--- config.mk ---
export PLATFORM = sky130hd
export DESIGN_NAME = div_sgn_seq
export DESIGN_NICKNAME = d
export VERILOG_FILES = /design/src/rtl/div_sgn_seq.sv
export SDC_FILE = /design/constraint.sdc
export NUM_CORES = 1
export LEC_CHECK = 0
export BUFFER_PORTS_ARGS = -buffer_cell sky130_fd_sc_hd__buf_2
export CORE_ASPECT_RATIO = 0.5
export CORE_UTILIZATION = 57
export DETAILED_ROUTE_END_ITERATION = 12
export HOLD_SLACK_MARGIN = 0.12
export PLACE_DENSITY = 0.87
export SLEW_MARGIN = 20
export SYNTH_ARGS = -nofsm -noshare
export SYNTH_HDL_FRONTEND = slang
export SYNTH_SLANG_ARGS = --single-unit
--- constraint.sdc ---
create_clock -name clk_i -period 3.3 [get_ports clk_i]
set_input_delay 0.165 -clock clk_i [delete_from_list [all_inputs] [get_ports clk_i]]
set_output_delay 0.165 -clock clk_i [all_outputs]
set_load 0.03 [all_outputs]
--- src/rtl/div_sgn_seq.sv ---
// Iterative signed divider: restoring division on operand magnitudes, one quotient
// bit per cycle, truncating quotient and dividend-signed remainder, valid/ready on both sides.
module div_sgn_seq #(
  parameter int width = 8
) (
  input  logic             clk_i,
  input  logic             rst_ni,
  input  logic             in_valid_i,
  output logic             in_ready_o,
  input  logic [width-1:0] X,
  input  logic [width-1:0] Y,
  output logic             out_valid_o,
  input  logic             out_ready_i,
  output logic [width-1:0] Q,
  output logic [width-1:0] R,
  output logic             DivZero
);

  localparam int cw = $clog2(width);
  localparam logic [cw-1:0] last_cnt = cw'(width - 1);

  typedef enum logic [1:0] {IDLE = 2'd0, CALC = 2'd1, DONE = 2'd2} state_t;

  state_t           state_r, state_s;
  logic [width-1:0] qd_r;      // dividend magnitude, quotient bits shift in at the LSB
  logic [width-1:0] ay_r;
  logic [width-1:0] rem_r;
  logic [cw-1:0]    cnt_r;
  logic             sx_r, sq_r, dz_r;

  logic [width-1:0] ax_s, ayin_s;
  logic [width:0]   shifted_s, diff_s;

  // Operand magnitudes and the trial subtraction for the current iteration
  always_comb begin
    ax_s      = X[width-1] ? -X : X;
    ayin_s    = Y[width-1] ? -Y : Y;
    shifted_s = {rem_r, qd_r[width-1]};
    diff_s    = shifted_s - {1'b0, ay_r};
  end

  // State register
  always_ff @(posedge clk_i or negedge rst_ni) begin
    if (!rst_ni) begin
      state_r <= IDLE;
    end else begin
      state_r <= state_s;
    end
  end

  // Next-state logic
  always_comb begin
    state_s = state_r;
    case (state_r)
      IDLE: begin
        if (in_valid_i) state_s = CALC;
        else            state_s = IDLE;
      end
      CALC: begin
        if (cnt_r == last_cnt) state_s = DONE;
        else                   state_s = CALC;
      end
      DONE: begin
        if (out_ready_i) state_s = IDLE;
        else             state_s = DONE;
      end
      default: state_s = IDLE;
    endcase
  end

  // Datapath: operand capture in IDLE, one restoring step per cycle in CALC
  always_ff @(posedge clk_i or negedge rst_ni) begin
    if (!rst_ni) begin
      qd_r  <= '0;
      ay_r  <= '0;
      rem_r <= '0;
      cnt_r <= '0;
      sx_r  <= 1'b0;
      sq_r  <= 1'b0;
      dz_r  <= 1'b0;
    end else begin
      case (state_r)
        IDLE: begin
          if (in_valid_i) begin
            qd_r  <= ax_s;
            ay_r  <= ayin_s;
            rem_r <= '0;
            cnt_r <= '0;
            sx_r  <= X[width-1];
            sq_r  <= X[width-1] ^ Y[width-1];
            dz_r  <= (Y == '0);
          end
        end
        CALC: begin
          cnt_r <= cnt_r + cw'(1);
          if (!diff_s[width]) begin
            rem_r <= diff_s[width-1:0];
            qd_r  <= {qd_r[width-2:0], 1'b1};
          end else begin
            rem_r <= shifted_s[width-1:0];
            qd_r  <= {qd_r[width-2:0], 1'b0};
          end
        end
        default: begin
          cnt_r <= cnt_r;
        end
      endcase
    end
  end

  // Sign fixup; a zero divisor leaves |X| in the remainder, so R reproduces X
  always_comb begin
    in_ready_o  = (state_r == IDLE);
    out_valid_o = (state_r == DONE);
    DivZero     = dz_r & (state_r == DONE);
    R           = sx_r ? -rem_r : rem_r;
    if (dz_r) begin
      Q = '1;
    end else if (sq_r) begin
      Q = -qd_r;
    end else begin
      Q = qd_r;
    end
  end

endmodule

==> results of run 1 <==
-- logic make-up (layout without fill, tap and decap cells) --
logic type,Yosys count,in the layout
buf+inv,37,71
compound gates,68,68
flops,32,32
mux,9,9
fa+ha+maj,15,15
simple gates,97,97
xor+xnor,26,26
-- worst max path at each step --
stage          endpoint     from  depth (start not counted)
2_1_floorplan  rem_r[0]  qd_r[7]                          9
3_3_place_gp   rem_r[4]  qd_r[7]                          9
3_5_place_dp   rem_r[1]  qd_r[7]                          9
4_1_cts        rem_r[7]  qd_r[7]                          9
5_1_grt        rem_r[1]  qd_r[7]                          9
6_report       rem_r[7]  qd_r[7]                          9
-- state kept, by name (all words and copies together), names as in the netlist --
signal / count
sx_r: 1
qd_r: 8
dz_r: 1
sq_r: 1
rem_r: 8
state_r: 2
cnt_r: 3
ay_r: 8
-- metal layers --
layer,up-vias,global-route usage,wire length (um)
met3,8,0.0508,234
met2,72,0.489,2670
met4,0,0.102,97
met5,-,0,0
met1,1017,0.331,2480
li1,1048,-,-
-- metrics by stage --
stage,setup WS (ns),util,instance area [sq um]
2_1_floorplan,0.922,-,2400
3_3_place_gp,0.780,0.658,2610
3_5_place_dp,0.631,0.658,2610
4_1_cts,0.588,0.684,2710
5_1_grt,0.371,0.684,2710
6_report,0.605,0.684,2710
-- cells in the mapped netlist, types with 2 or more instances --
| library cell | instances | area share |
|---|---|---|
| nand2_1 | 42 | 0.066 |
| dfrtp_1 | 32 | 0.33 |
| o21ai_0 | 22 | 0.046 |
| inv_1 | 21 | 0.033 |
| ha_1 | 14 | 0.073 |
| xor2_1 | 14 | 0.051 |
| nor2_1 | 13 | 0.020 |
| clkbuf_1 | 12 | 0.019 |
| xnor2_1 | 12 | 0.044 |
| mux2i_1 | 9 | 0.038 |
| nand3_1 | 9 | 0.019 |
| a21oi_1 | 7 | 0.015 |
| nand2b_1 | 7 | 0.018 |
| or3_1 | 7 | 0.018 |
| a22oi_1 | 6 | 0.019 |
| o21ai_1 | 6 | 0.013 |
| o31ai_1 | 5 | 0.016 |
| nor2b_1 | 4 | 0.010 |
| nor3_1 | 4 | 0.0084 |
| o211ai_1 | 4 | 0.013 |
| nand3b_1 | 3 | 0.0094 |
| a211oi_1 | 2 | 0.0063 |
| and2_1 | 2 | 0.0052 |
| o221ai_1 | 2 | 0.0073 |
-- tightest hold or removal path: stages --
cell	delay, ns
buf_2	0.09
inv_1	0.05
a22o_1	0.12
-- area by class of cell --
class	count	area, sq um	share of cell area
clock inverters	1	7.51	0.00277
well taps	54	67.6	0.0249
clock buffers	7	86.3	0.0318
repair buffers	41	215	0.0794
multi-input cells	215	1450	0.535
inverters	22	82.6	0.0305
flip-flops and latches	32	801	0.295
-- cell usage in the layout, fill, tap and decap left out, types with 2 or more instances in the layout --
master / Yosys / layout
ha_1: 14 / 14
inv_1: 21 / 21
nand2_1: 42 / 42
mux2i_1: 9 / 9
buf_4: 1 / 2
o21ai_0: 22 / 22
o31ai_1: 5 / 5
o221ai_1: 2 / 2
a22oi_1: 6 / 6
nor2_1: 13 / 13
clkbuf_8: 0 / 6
nor3_1: 4 / 4
nor2b_1: 4 / 4
a211oi_1: 2 / 2
a21oi_1: 7 / 7
o211ai_1: 4 / 4
dfrtp_1: 32 / 32
xnor2_1: 12 / 12
or3_1: 7 / 7
nand3_1: 9 / 9
nand3b_1: 3 / 3
o21ai_1: 6 / 6
nand2b_1: 7 / 7
and2_1: 2 / 2
xor2_1: 14 / 14
buf_2: 1 / 38
-- timing repair --
| action | in CTS | in global routing |
|---|---|---|
| endpoints found under the hold margin | 32 | 0 |
| setup endpoints to repair | 0 | 0 |
| hold buffers | 1 | 0 |
| resized for setup | 0 | 0 |
| buffers inserted | 0 | 0 |
==> results.ini, run 1 <==
[die]
coreArea_sq_mm = 0.00396
die-area_sq_mm = 0.00448
die_w_um = 93.7
start_util = 0.604
num_io_pins = 39
rows = 16
die_h_um = 47.8

[sta]
min_period_ns = 2.69
rsz0062_at_grt = false
relSlewSlack = 0.525
skew_ns = 0.00363
fin_setup_tns_ns = 0
hold_viol = 0
fin_crit_sh = 0.817
slew_violations = 0
max_clock_freq_mhz = 371
whs_ns = 0.169
worst_pin_slew_ns = 0.712
finalSetupViolCount = 0

[worst_setup_path]
max_stage_delay_ns = 0.58
crit_path_frequent_cell = inv_1
reg2reg_slack_ns = 0.61
cp_num_buf_inv = 2
critical_path_class = reg2reg
crit_path_cell_trace = inv_1 -> ha_1 -> inv_1 -> fa_1 -> a211oi_4 -> o211ai_2 -> a221oi_4 -> nand2_1 -> o211ai_1
critPathArrivalTime_ns = 2.90
r2r-end = rem_r[7]
rr_worst_depth = 9
path_delay_family = compound AO/OA/AOI/OAI gates
r2r_start = qd_r[7]
crit_fanout = 10
end_kind = flop
worstSetupStartpointType = flop
cpMaxStageDelayCell = a221oi_4
worstPathRequired_ns = 3.50

[cells_and_area]
drive_gt1_frac = 0.167
area_delta_synth_final_pct = 13.2
num-fill-cells = 324
diodes = 0
nNetsFinal = 352
instances_no_fill = 372

[flow_run]
drv_cap = 0

[hold_path]
worstHoldPathType = in2reg
min_from = out_ready_i
hold_depth = 3
holdPathEnd = state_r[1]

[synthesis]
synth_top_family_by_area = compound AO/OA/AOI/OAI gates
ys_seq_area_frac = 0.334
synth_flop_cell = dfrtp_1
synth.area.mux_share = 0.0376
synth_edf_count = 0
ys_types = 49
syn_avg_cell_area_sq_um = 8.44
synthArstFlopShare = 1.00
yosysWarnings = 0
netlist_area_sq_mm = 0.00240
synth_cells = 284
synth_xor_area_frac = 0.0950
synthAdderAreaFrac = 0.0815
ys_seq_elements = 32
synth_fp_nets = 319
yosys.area_share.simple = 0.193
synth_compound_area_frac = 0.198

[placement]
dpl.cell_count = 363
hpwl_mm = 4.12
io_buffer_count = 38
place.gp.congestion = 0.958

[detailed_routing]
drc = 0
vias = 2145
wl_mm = 5.48
detail_route.wl_per_cell_um = 14.7
via_per_inst = 5.77
drt_iter0_drc = 123
drt-pass1-iter-count = 5
ant_nets = 0

[clocking]
insertion_delay_ns = 0.29
cts_buffers = 5
clock_path_buffers = 2
cts_tree = built
clk_pin_slew_ns = 0.07
clock-sinks = 32
htreeDepth = 2
cts_root_buf = clkbuf_8

[grt]
grt_pass1_vias = 1870
overflow = 0
antenna_found_initial = 0
grt_pass1_wl_mm = 8.78
track_usage = 0.268
grt_max_degree = 33

[status]
status = finished, final reports clean

Power of run 1 is not shown: default switching activity piles up to over one toggle a cycle in this logic, so the estimate is an artifact.
==> run 2: changes to the inputs <==
--- a/config.mk
+++ b/config.mk
@@ -5,12 +5,13 @@
 export SDC_FILE = /design/constraint.sdc
 export NUM_CORES = 1
 export LEC_CHECK = 0
+export ABC_AREA = 1
 export BUFFER_PORTS_ARGS = -buffer_cell sky130_fd_sc_hd__buf_2
 export CORE_ASPECT_RATIO = 0.5
-export CORE_UTILIZATION = 57
+export CORE_UTILIZATION = 52
 export DETAILED_ROUTE_END_ITERATION = 12
 export HOLD_SLACK_MARGIN = 0.12
-export PLACE_DENSITY = 0.87
+export PLACE_DENSITY = 0.84
 export SLEW_MARGIN = 20
 export SYNTH_ARGS = -nofsm -noshare
 export SYNTH_HDL_FRONTEND = slang
==> constraint.sdc (replaced) <==
create_clock -name clk_i -period 2.25 [get_ports clk_i]
set_input_delay 0.1125 -clock clk_i [delete_from_list [all_inputs] [get_ports clk_i]]
set_output_delay 0.1125 -clock clk_i [all_outputs]
set_load 0.03 [all_outputs]
==> run 2 against run 1 <==
  * Critical path type unchanged
  * Count of clock-buffer cells in the layout down 1
  * Clock skew grew 0.0023 ns
  * Largest cell class unchanged
  * Highest routed layer unchanged
  * Global-route usage decreased by 0.71 points
==> results.ini, run 2 <==
[die]
die-area_sq_mm = 0.00500
die_w_um = 99.0
num_io_pins = 39
rows = 17
start_util = 0.548
die_h_um = 50.5
coreArea_sq_mm = 0.00447

[cells_and_area]
reg_top3 = ay_r (8), qd_r (8), rem_r (8)
diodes = 0
final_common_cell = nand2_1
regArea_sq_um = 801
drive_gt1_frac = 0.178
mostFrequentLayoutCells = nand2_1 (94), inv_1 (42), buf_2 (38)
area_delta_synth_final_pct = 15.4
nNetsFinal = 421
multi_input_area_sq_mm = 0.00140
num-fill-cells = 387

[synthesis]
synth_flop_cell = dfrtp_1
yosys.area.top_type = dfrtp_1
yosysWarnings = 0
synth_edf_count = 0
synth_top_area_frac = 0.327
synth_cells = 342
netlist_area_sq_mm = 0.00245
ys_seq_area_frac = 0.327
ys_top_cells_by_count = nand2_1 (94), inv_1 (42), dfrtp_1 (32)
syn_avg_cell_area_sq_um = 7.15
ys_seq_elements = 32
synthArstFlopShare = 1.00
synth.area.top_cells = dfrtp_1 (33%), nand2_1 (14%), ha_1 (7.2%), inv_1 (6.4%), nand3_1 (5.5%)
synth_fp_nets = 377
post-synth-top-count-cell = nand2_1
ys_types = 38

[sta]
max_clock_freq_mhz = 483
fin_crit_sh = 0.920
relSlewSlack = 0.516
min_period_ns = 2.07
finalSetupViolCount = 0
fin_setup_tns_ns = 0
worst_pin_slew_ns = 0.725
slew_violations = 0
skew_ns = 0.00589
rsz0062_at_grt = false
hold_viol = 0

[clocking]
clock-sinks = 32
cts_buffers = 5
clk_pin_slew_ns = 0.07
insertion_delay_ns = 0.29
cts_tree = built
cts_root_buf = clkbuf_8
post_cts_buffers = 0
htreeDepth = 2
clock_path_buffers = 2

[worst_setup_path]
cpMaxStageDelayCell = dfrtp_1
crit_fanout = 6
crit_path_cell_trace = inv_1 -> ha_1 -> inv_1 -> fa_1 -> nand2_1 -> nand2_1 -> nand3_2 -> nand3_2 -> nand2_2 -> nand2_1 -> nand3_1 -> nand2_1
max_stage_delay_ns = 0.40
cp_num_buf_inv = 2
worstSetupStartpointType = flop
path_delay_family = simple AND/OR/NAND/NOR gates
critical_path_class = reg2reg
end_kind = flop
worstPathRequired_ns = 2.43
crit_path_frequent_cell = nand2_1
critPathArrivalTime_ns = 2.25

[grt]
grt_pass1_vias = 2267
overflow = 0
track_usage = 0.261
grt_pass1_wl_mm = 10.0
grt_max_degree = 33
antenna_found_initial = 0

[detailed_routing]
ant_nets = 0
via_per_inst = 5.35
drt_iter0_drc = 198
drt-pass1-iter-count = 5
detail_route.wl_per_cell_um = 13.0
vias = 2376
wl_mm = 5.76
drc = 0

[flow_run]
drv_cap = 0

[placement]
hpwl_mm = 4.35
place.gp.congestion = 0.909
io_buffer_count = 38

[status]
status = finished, final reports clean

[hold_path]
worstHoldPathType = in2reg

run 2: changes by cell type in the layout (fill, tap and decap cells not counted), moves of 12 or more:
| cell | delta |
|---|---|
| o21ai_0 | -14 |
| nand3_1 | +18 |
| nand2_1 | +52 |
| o21ai_1 | +12 |
| inv_1 | +21 |
run 2: routing by layer:
metal  wire [um]  vias up  part of all wire  global-route usage
met2        2650       86              0.46               0.434
met4         100        0             0.017               0.107
met5           0        -                 0                   0
met1        2620     1084              0.46               0.338
li1            -     1196                 -                   -
met3         383       10             0.067              0.0501
run 2: area by class of cell:
type / instances / area share
multi-input combinational: 249 / 0.496
clock inverter: 2 / 0.00355
clock buffer: 6 / 0.0293
inverter: 53 / 0.0714
tap: 57 / 0.0253
sequential: 32 / 0.284
timing repair buffer: 45 / 0.0913
run 2: kinds of logic (layout without fill, tap and decap cells):
group	count (synthesis)	count (layout)	synth area share
AND/OR/NAND/NOR	161	161	0.295
buffers and inverters	61	106	0.101
AO/OA/AOI/OAI	55	55	0.133
flip-flops	32	32	0.327
XOR/XNOR	18	18	0.0645
adder cells (fa/ha/maj)	15	15	0.0798
run 2: what timing repair did:
item,4_1_cts,5_1_grt
resized for setup,0,0
endpoints found under the hold margin,37,0
setup endpoints to repair,0,0
hold buffers,6,0
run 2: tightest hold or removal path: cells and delay by family:
kind / cells / cell delay [ns]
AOI/OAI and AO/OA: 2 / 0.15
buffers and inverters: 1 / 0.11
run 2: worst paths after layout:
check | to | cells after the start | start | slack (ns)
max | rem_r[4] | 12 | qd_r[7] | 0.18
min | qd_r[3] | 3 | X[3] | 0.13
max reg2reg | rem_r[4] | 12 | qd_r[7] | 0.18
min reg2reg | cnt_r[0] | 1 | cnt_r[0] | 0.49
max in group asynchronous | cnt_r[0] | 2 | rst_ni | 1.36
min in group asynchronous | rem_r[4] | 2 | rst_ni | 0.41
run 2: stage by stage:
stage / utilization / worst slack, ns / std cells / instance area (sq um) / hold slack (ns)
2_1_floorplan: - / 0.445 / 342 / 2450 / -0.183
3_3_place_gp: 0.598 / 0.346 / 430 / 2670 / 0.205
3_5_place_dp: 0.598 / 0.217 / 430 / 2670 / 0.207
4_1_cts: 0.632 / 0.218 / 444 / 2820 / 0.124
5_1_grt: 0.632 / 0.00540 / 444 / 2820 / 0.148
6_report: 0.632 / 0.181 / 444 / 2820 / 0.134
Power of run 2 is left out for the same reason.
